<file path="src/rtl/cp0_vec_irq.sv">
// Vectored CP0: sticky pending bits, per-source mask, fixed-priority take, Status/Cause/EPC via mfc0/mtc0, eret.
// Take and redirect are combinational in the exception cycle; enable=0 freezes architectural state but keeps latching pend.
module cp0_vec_irq #(
  parameter int unsigned       N_SRC      = 4,
  parameter logic [31:0]       VEC_BASE   = 32'h0040_0100,
  parameter logic [31:0]       VEC_STRIDE = 32'h0000_0020,
  parameter logic [N_SRC-1:0]  RESET_MASK = {N_SRC{1'b1}}
) (
  input  logic              clk,
  input  logic              reset,
  input  logic [31:0]       Inst,
  input  logic [31:0]       PCin,
  input  logic [31:0]       Din,
  input  logic [N_SRC-1:0]  ExpSrc,
  input  logic              enable,
  output logic              ExRegWrite,
  output logic              IsEret,
  output logic              HasExp,
  output logic              ExpBlock,
  output logic [31:0]       PCout,
  output logic [31:0]       Dout
);

  localparam logic NORMAL  = 1'b0;
  localparam logic HANDLER = 1'b1;

  localparam logic [4:0] REG_STATUS = 5'd12;
  localparam logic [4:0] REG_CAUSE  = 5'd13;
  localparam logic [4:0] REG_EPC    = 5'd14;

  logic             ie_q, ie_d;
  logic             exl_q, exl_d;
  logic [N_SRC-1:0] mask_q, mask_d;
  logic [N_SRC-1:0] pend_q, pend_d;
  logic [4:0]       code_q, code_d;
  logic [31:0]      epc_q, epc_d;

  logic             is_cop0, is_mfc0, is_mtc0, is_eret;
  logic [4:0]       rs, rd;
  logic [N_SRC-1:0] req, take_oh, w1c;
  logic [4:0]       idx;
  logic             found;
  logic             wr_en;
  logic [31:0]      status_rd, cause_rd, vec_addr;
  logic             unused_inst_bits;

  assign unused_inst_bits = ^{Inst[20:16], Inst[10:6]};

  assign rs      = Inst[25:21];
  assign rd      = Inst[15:11];
  assign is_cop0 = (Inst[31:26] == 6'b010000);
  assign is_mfc0 = is_cop0 && (rs == 5'b00000);
  assign is_mtc0 = is_cop0 && (rs == 5'b00100);
  assign is_eret = is_cop0 && (rs == 5'b10000) && (Inst[5:0] == 6'b011000);

  assign ExRegWrite = is_mfc0;
  assign IsEret     = is_eret;
  assign ExpBlock   = exl_q;

  assign req    = pend_q & mask_q;
  assign HasExp = enable && ie_q && (exl_q == NORMAL) && (|req);

  // Lowest set request bit wins.
  always_comb begin
    idx     = '0;
    take_oh = '0;
    found   = 1'b0;
    for (int i = 0; i < N_SRC; i++) begin
      if (req[i] && !found) begin
        found      = 1'b1;
        idx        = 5'(i);
        take_oh[i] = HasExp;
      end
    end
  end

  assign vec_addr = VEC_BASE + (32'(idx) * VEC_STRIDE);
  assign PCout    = HasExp ? vec_addr : epc_q;

  always_comb begin
    status_rd              = '0;
    status_rd[0]           = ie_q;
    status_rd[1]           = exl_q;
    status_rd[8 +: N_SRC]  = mask_q;
    cause_rd               = '0;
    cause_rd[6:2]          = code_q;
    cause_rd[8 +: N_SRC]   = pend_q;
  end

  always_comb begin
    case (rd)
      REG_STATUS: Dout = status_rd;
      REG_CAUSE:  Dout = cause_rd;
      REG_EPC:    Dout = epc_q;
      default:    Dout = 32'h0;
    endcase
  end

  // A taken exception suppresses any mtc0 issued in the same cycle.
  assign wr_en = enable && is_mtc0 && !HasExp;
  assign w1c   = (wr_en && (rd == REG_CAUSE)) ? Din[8 +: N_SRC] : '0;

  always_comb begin
    // New requests beat a same-cycle W1C; the take clear beats everything.
    pend_d = ((pend_q & ~w1c) | ExpSrc) & ~take_oh;
    ie_d   = ie_q;
    exl_d  = exl_q;
    mask_d = mask_q;
    code_d = code_q;
    epc_d  = epc_q;
    if (HasExp) begin
      exl_d  = HANDLER;
      code_d = idx;
      epc_d  = PCin;
    end else if (enable && is_eret) begin
      exl_d = NORMAL;
    end else if (wr_en) begin
      case (rd)
        REG_STATUS: begin
          ie_d   = Din[0];
          exl_d  = Din[1] ? HANDLER : NORMAL;
          mask_d = Din[8 +: N_SRC];
        end
        REG_EPC:    epc_d = Din;
        default:    ;
      endcase
    end
  end

  always_ff @(posedge clk) begin
    if (reset) begin
      ie_q   <= 1'b0;
      exl_q  <= NORMAL;
      mask_q <= RESET_MASK;
      pend_q <= '0;
      code_q <= '0;
      epc_q  <= '0;
    end else begin
      ie_q   <= ie_d;
      exl_q  <= exl_d;
      mask_q <= mask_d;
      pend_q <= pend_d;
      code_q <= code_d;
      epc_q  <= epc_d;
    end
  end

endmodule

</file>
<file path="config.mk">
export PLATFORM = sky130hd
export DESIGN_NAME = cp0_vec_irq
export DESIGN_NICKNAME = d
export VERILOG_FILES = /design/src/rtl/cp0_vec_irq.sv
export SDC_FILE = /design/constraint.sdc
export NUM_CORES = 1
export LEC_CHECK = 0
export ABC_CLOCK_PERIOD_IN_PS = 2800
export BUFFER_PORTS_ARGS = -buffer_cell sky130_fd_sc_hd__buf_2
export CORE_UTILIZATION = 47
export DETAILED_ROUTE_END_ITERATION = 7
export GPL_TIMING_DRIVEN = 0
export PLACE_DENSITY_LB_ADDON = 0.25
export REMOVE_ABC_BUFFERS = 1
export SETUP_SLACK_MARGIN = 0.02
export SYNTH_ARGS = -nofsm -noshare
export SYNTH_HDL_FRONTEND = slang
export SYNTH_SLANG_ARGS = --single-unit
</file>
<file path="constraint.sdc">
create_clock -name clk -period 2.8 [get_ports clk]
set_input_delay 0.14 -clock clk [delete_from_list [all_inputs] [get_ports clk]]
set_output_delay 0.14 -clock clk [all_outputs]
set_load 0.02 [all_outputs]
</file>
==> out/results.txt <==
PwrDens = 332.1 nW/um^2
H-Tree Depth = 2
CP max stage cell = a31o_4
DP HPWL = 5508 microns
CTS buffer count = 5
Ports = 171
Core ar. = 5574 sq um
M3 GR Usage = 0.04186
status = completed
average routed wire per standard cell = 14.94 microns
final core occ = 0.6415
CP required = 2960 ps
FP Rows = 27
clock-pin slew on the worst setup and hold paths = 80 ps
hold slack = 57.18 ps
Top FF cell, synth = dfxtp_1
post-layout minimum cycle time = 2370 ps
post-CTS resize count = 0
Max Fclk = 0.4219 GHz
root cell of the clock tree = clkbuf_8
CTS sink count = 44
final-report hold violation count = 0
Crit Path Max Fanout = 50
Post-synth EDFFs = 0
CTS Buffer Depth = 2
Overall Global Routing Usage = 0.2584
Worst EP arrival = 2530 ps
vias in the first global route = 2,792
Max stage delay on crit path = 550 ps
clk_lat worst skew = 300 ps
n_diodes = 0
Cells after Synth = 364
largest net degree at the start of global routing = 101
M2 GR Usage = 0.4296
area delta synth->final = 29.85%
Static Leak = 1.696 nW
number of port buffers = 160
Final Instance Area = 3576 sq um
Die Wd = 78.55 microns
dpl cell area = 3473 sq um
initial core utilization = 0.4941
Final ANT Viol Nets = 0
synthesized area = 2754 sq um
YS warnings = 0
Nets = 599
r2r setup slk = 430 ps
Synth top area share = 0.3199
clock skew = 9.960 ps
unrepaired setup endpoints after global routing = no
max_cap viols = 0
Synth Register Bits = 44
cell family with most CP delay = compound AO/OA/AOI/OAI gates
WL final = 8500 microns
CP Class = reg2reg
drt via density = 5.673
vias post-DR = 3,228
DRT iter0 DRCs = 176
die area = 6169 sq um
critical path capture point type = flip-flop
most crowded layer after global routing = met2
share of layout cells above drive strength 1 = 0.3501
initial antenna violation count = 0
path type of the worst min-delay path = in2reg
fin crit share = 0.8465
Buf/Inv on CP = 1
Slew headroom = 0.1269
gr ovfl total = 0
DRC viols = 0
CP Cell Sequence = a22oi_1 > a31o_4 > inv_1 > nor4b_2 > a31oi_1
Worst Tran Pin Value = 1310 ps
first-pass GRT wire length = 12,830 microns
final setup fails = 0
sequential cell area fraction in the yosys report = 0.3199
met1 usage = 0.3331
mean area per synthesized cell = 7.566 sq um
Pre-antenna DRT Iters = 6
final number of max-transition violations = 0
Distinct cells, synth = 38
largest area contributor in the synthesized netlist = dfxtp_1
Synth area leaders = dfxtp_1 32%, and2_1 12%, a311oi_1 10%
CTS tree = yes
Async SR Flop Fraction = 0
CTS Hold Bufs = 0
die height = 78.55 microns
GPL Wtd Cong = 0.8416
Max IR drop VDD = 220.0 uV
crit path launch type = flip-flop
-- layout make-up --
type	instances	area, sq um
Clock buffer	7	86.33
Clock inverter	1	7.507
Fill cell	524	1998
Inverter	7	26.28
Multi-Input combinational cell	278	1684
Sequential cell	44	880.8
Tap cell	72	90.09
Timing Repair Buffer	160	800.8
-- cell families (layout without fill, tap and decap cells) --
family                 count (synthesis)  count (layout)  share of synthesized area
buffers and inverters                 43             175                    0.07542
AOI/OAI and AO/OA                     90              91                     0.2222
DFF                                   44              44                     0.3199
and+or+nand+nor                      177             177                     0.3462
muxes                                 10              10                    0.03635
-- where the power goes --
group / switching [W] / leakage (nW) / internal (W) / total, W
Clock: 0.000221 / 0.0445 / 0.000201 / 0.000422
Sequential: 0.00000457 / 0.356 / 0.000629 / 0.000634
Combinational: 0.0000671 / 1.30 / 0.0000649 / 0.000132
-- synthesized netlist by cell type (2+ instances only) --
library cell and number:
nor2_1 57, and2_1 52, dfxtp_1 44, nand3_1 33, o21ai_0 33, a311oi_1 32, clkbuf_1 20, a21oi_1 10
mux2i_1 10, nand2_1 9, inv_1 7, buf_2 6, buf_4 6, a31oi_1 5, nand2b_1 4, nor3_1 4
a22oi_1 3, nor2b_1 3, a211o_1 2, a311o_1 2, and3b_1 2, buf_6 2, nand3b_1 2, nand4_1 2
-- per-layer routing --
layer | wire length (microns) | part of all wire
met5 | 0 | 0
met3 | 570 | 0.067
met1 | 3656 | 0.43
met4 | 129 | 0.015
met2 | 4143 | 0.49
-- repair_timing --
action / CTS / global route
endpoints found under the setup margin: 0 / 6
buffers inserted: 0 / 0
endpoints found under the hold margin: 0 / 0
-- worst reg2reg max path: cells and delay by family (launching register included) --
| family | cells | cell delay [ps] |
|---|---|---|
| AND/OR/NAND/NOR | 1 | 520 |
| flip-flops | 1 | 360 |
| AO/OA/AOI/OAI | 3 | 1100 |
| buffers and inverters | 1 | 260 |
-- final timing paths --
path	start	endpoint	cells after the start
max	mask_q[2]	pend_q[3]	5
min	Din[8]	pend_q[0]	2
max reg2reg	mask_q[2]	pend_q[3]	5
min reg2reg	code_q[0]	code_q[0]	2
-- sequential cells by signal, indices dropped and copies added, names as in the netlist --
register	cells
ie_q	1
epc_q	32
mask_q	4
code_q	2
ExpBlock	1
pend_q	4
-- stage by stage --
step / instances / setup slack (ps) / power [W] / TNS (ps)
global route: 569 / 250.0 / 0.001241 / 0
global placement: 560 / -355.3 / 0.0007741 / -2533
CTS: 568 / 146.4 / 0.001194 / 0
detailed placement: 560 / 166.5 / 0.0007771 / 0
finish: 569 / 429.9 / 0.001187 / 0
floorplan: 328 / 94.56 / 0.0006851 / 0
-- cell usage in the layout, fill, tap and decap left out, types with 4 or more instances in the layout --
master	instances
dfxtp_1	44
clkbuf_8	6
a311oi_1	32
and2_1	52
nand3_1	33
inv_1	7
a31oi_1	5
nand2_1	9
buf_2	160
nor3_1	4
nand2b_1	4
mux2i_1	10
o21ai_0	33
nor2_1	57
a21oi_1	10
Power figures use the tool's default switching activity.
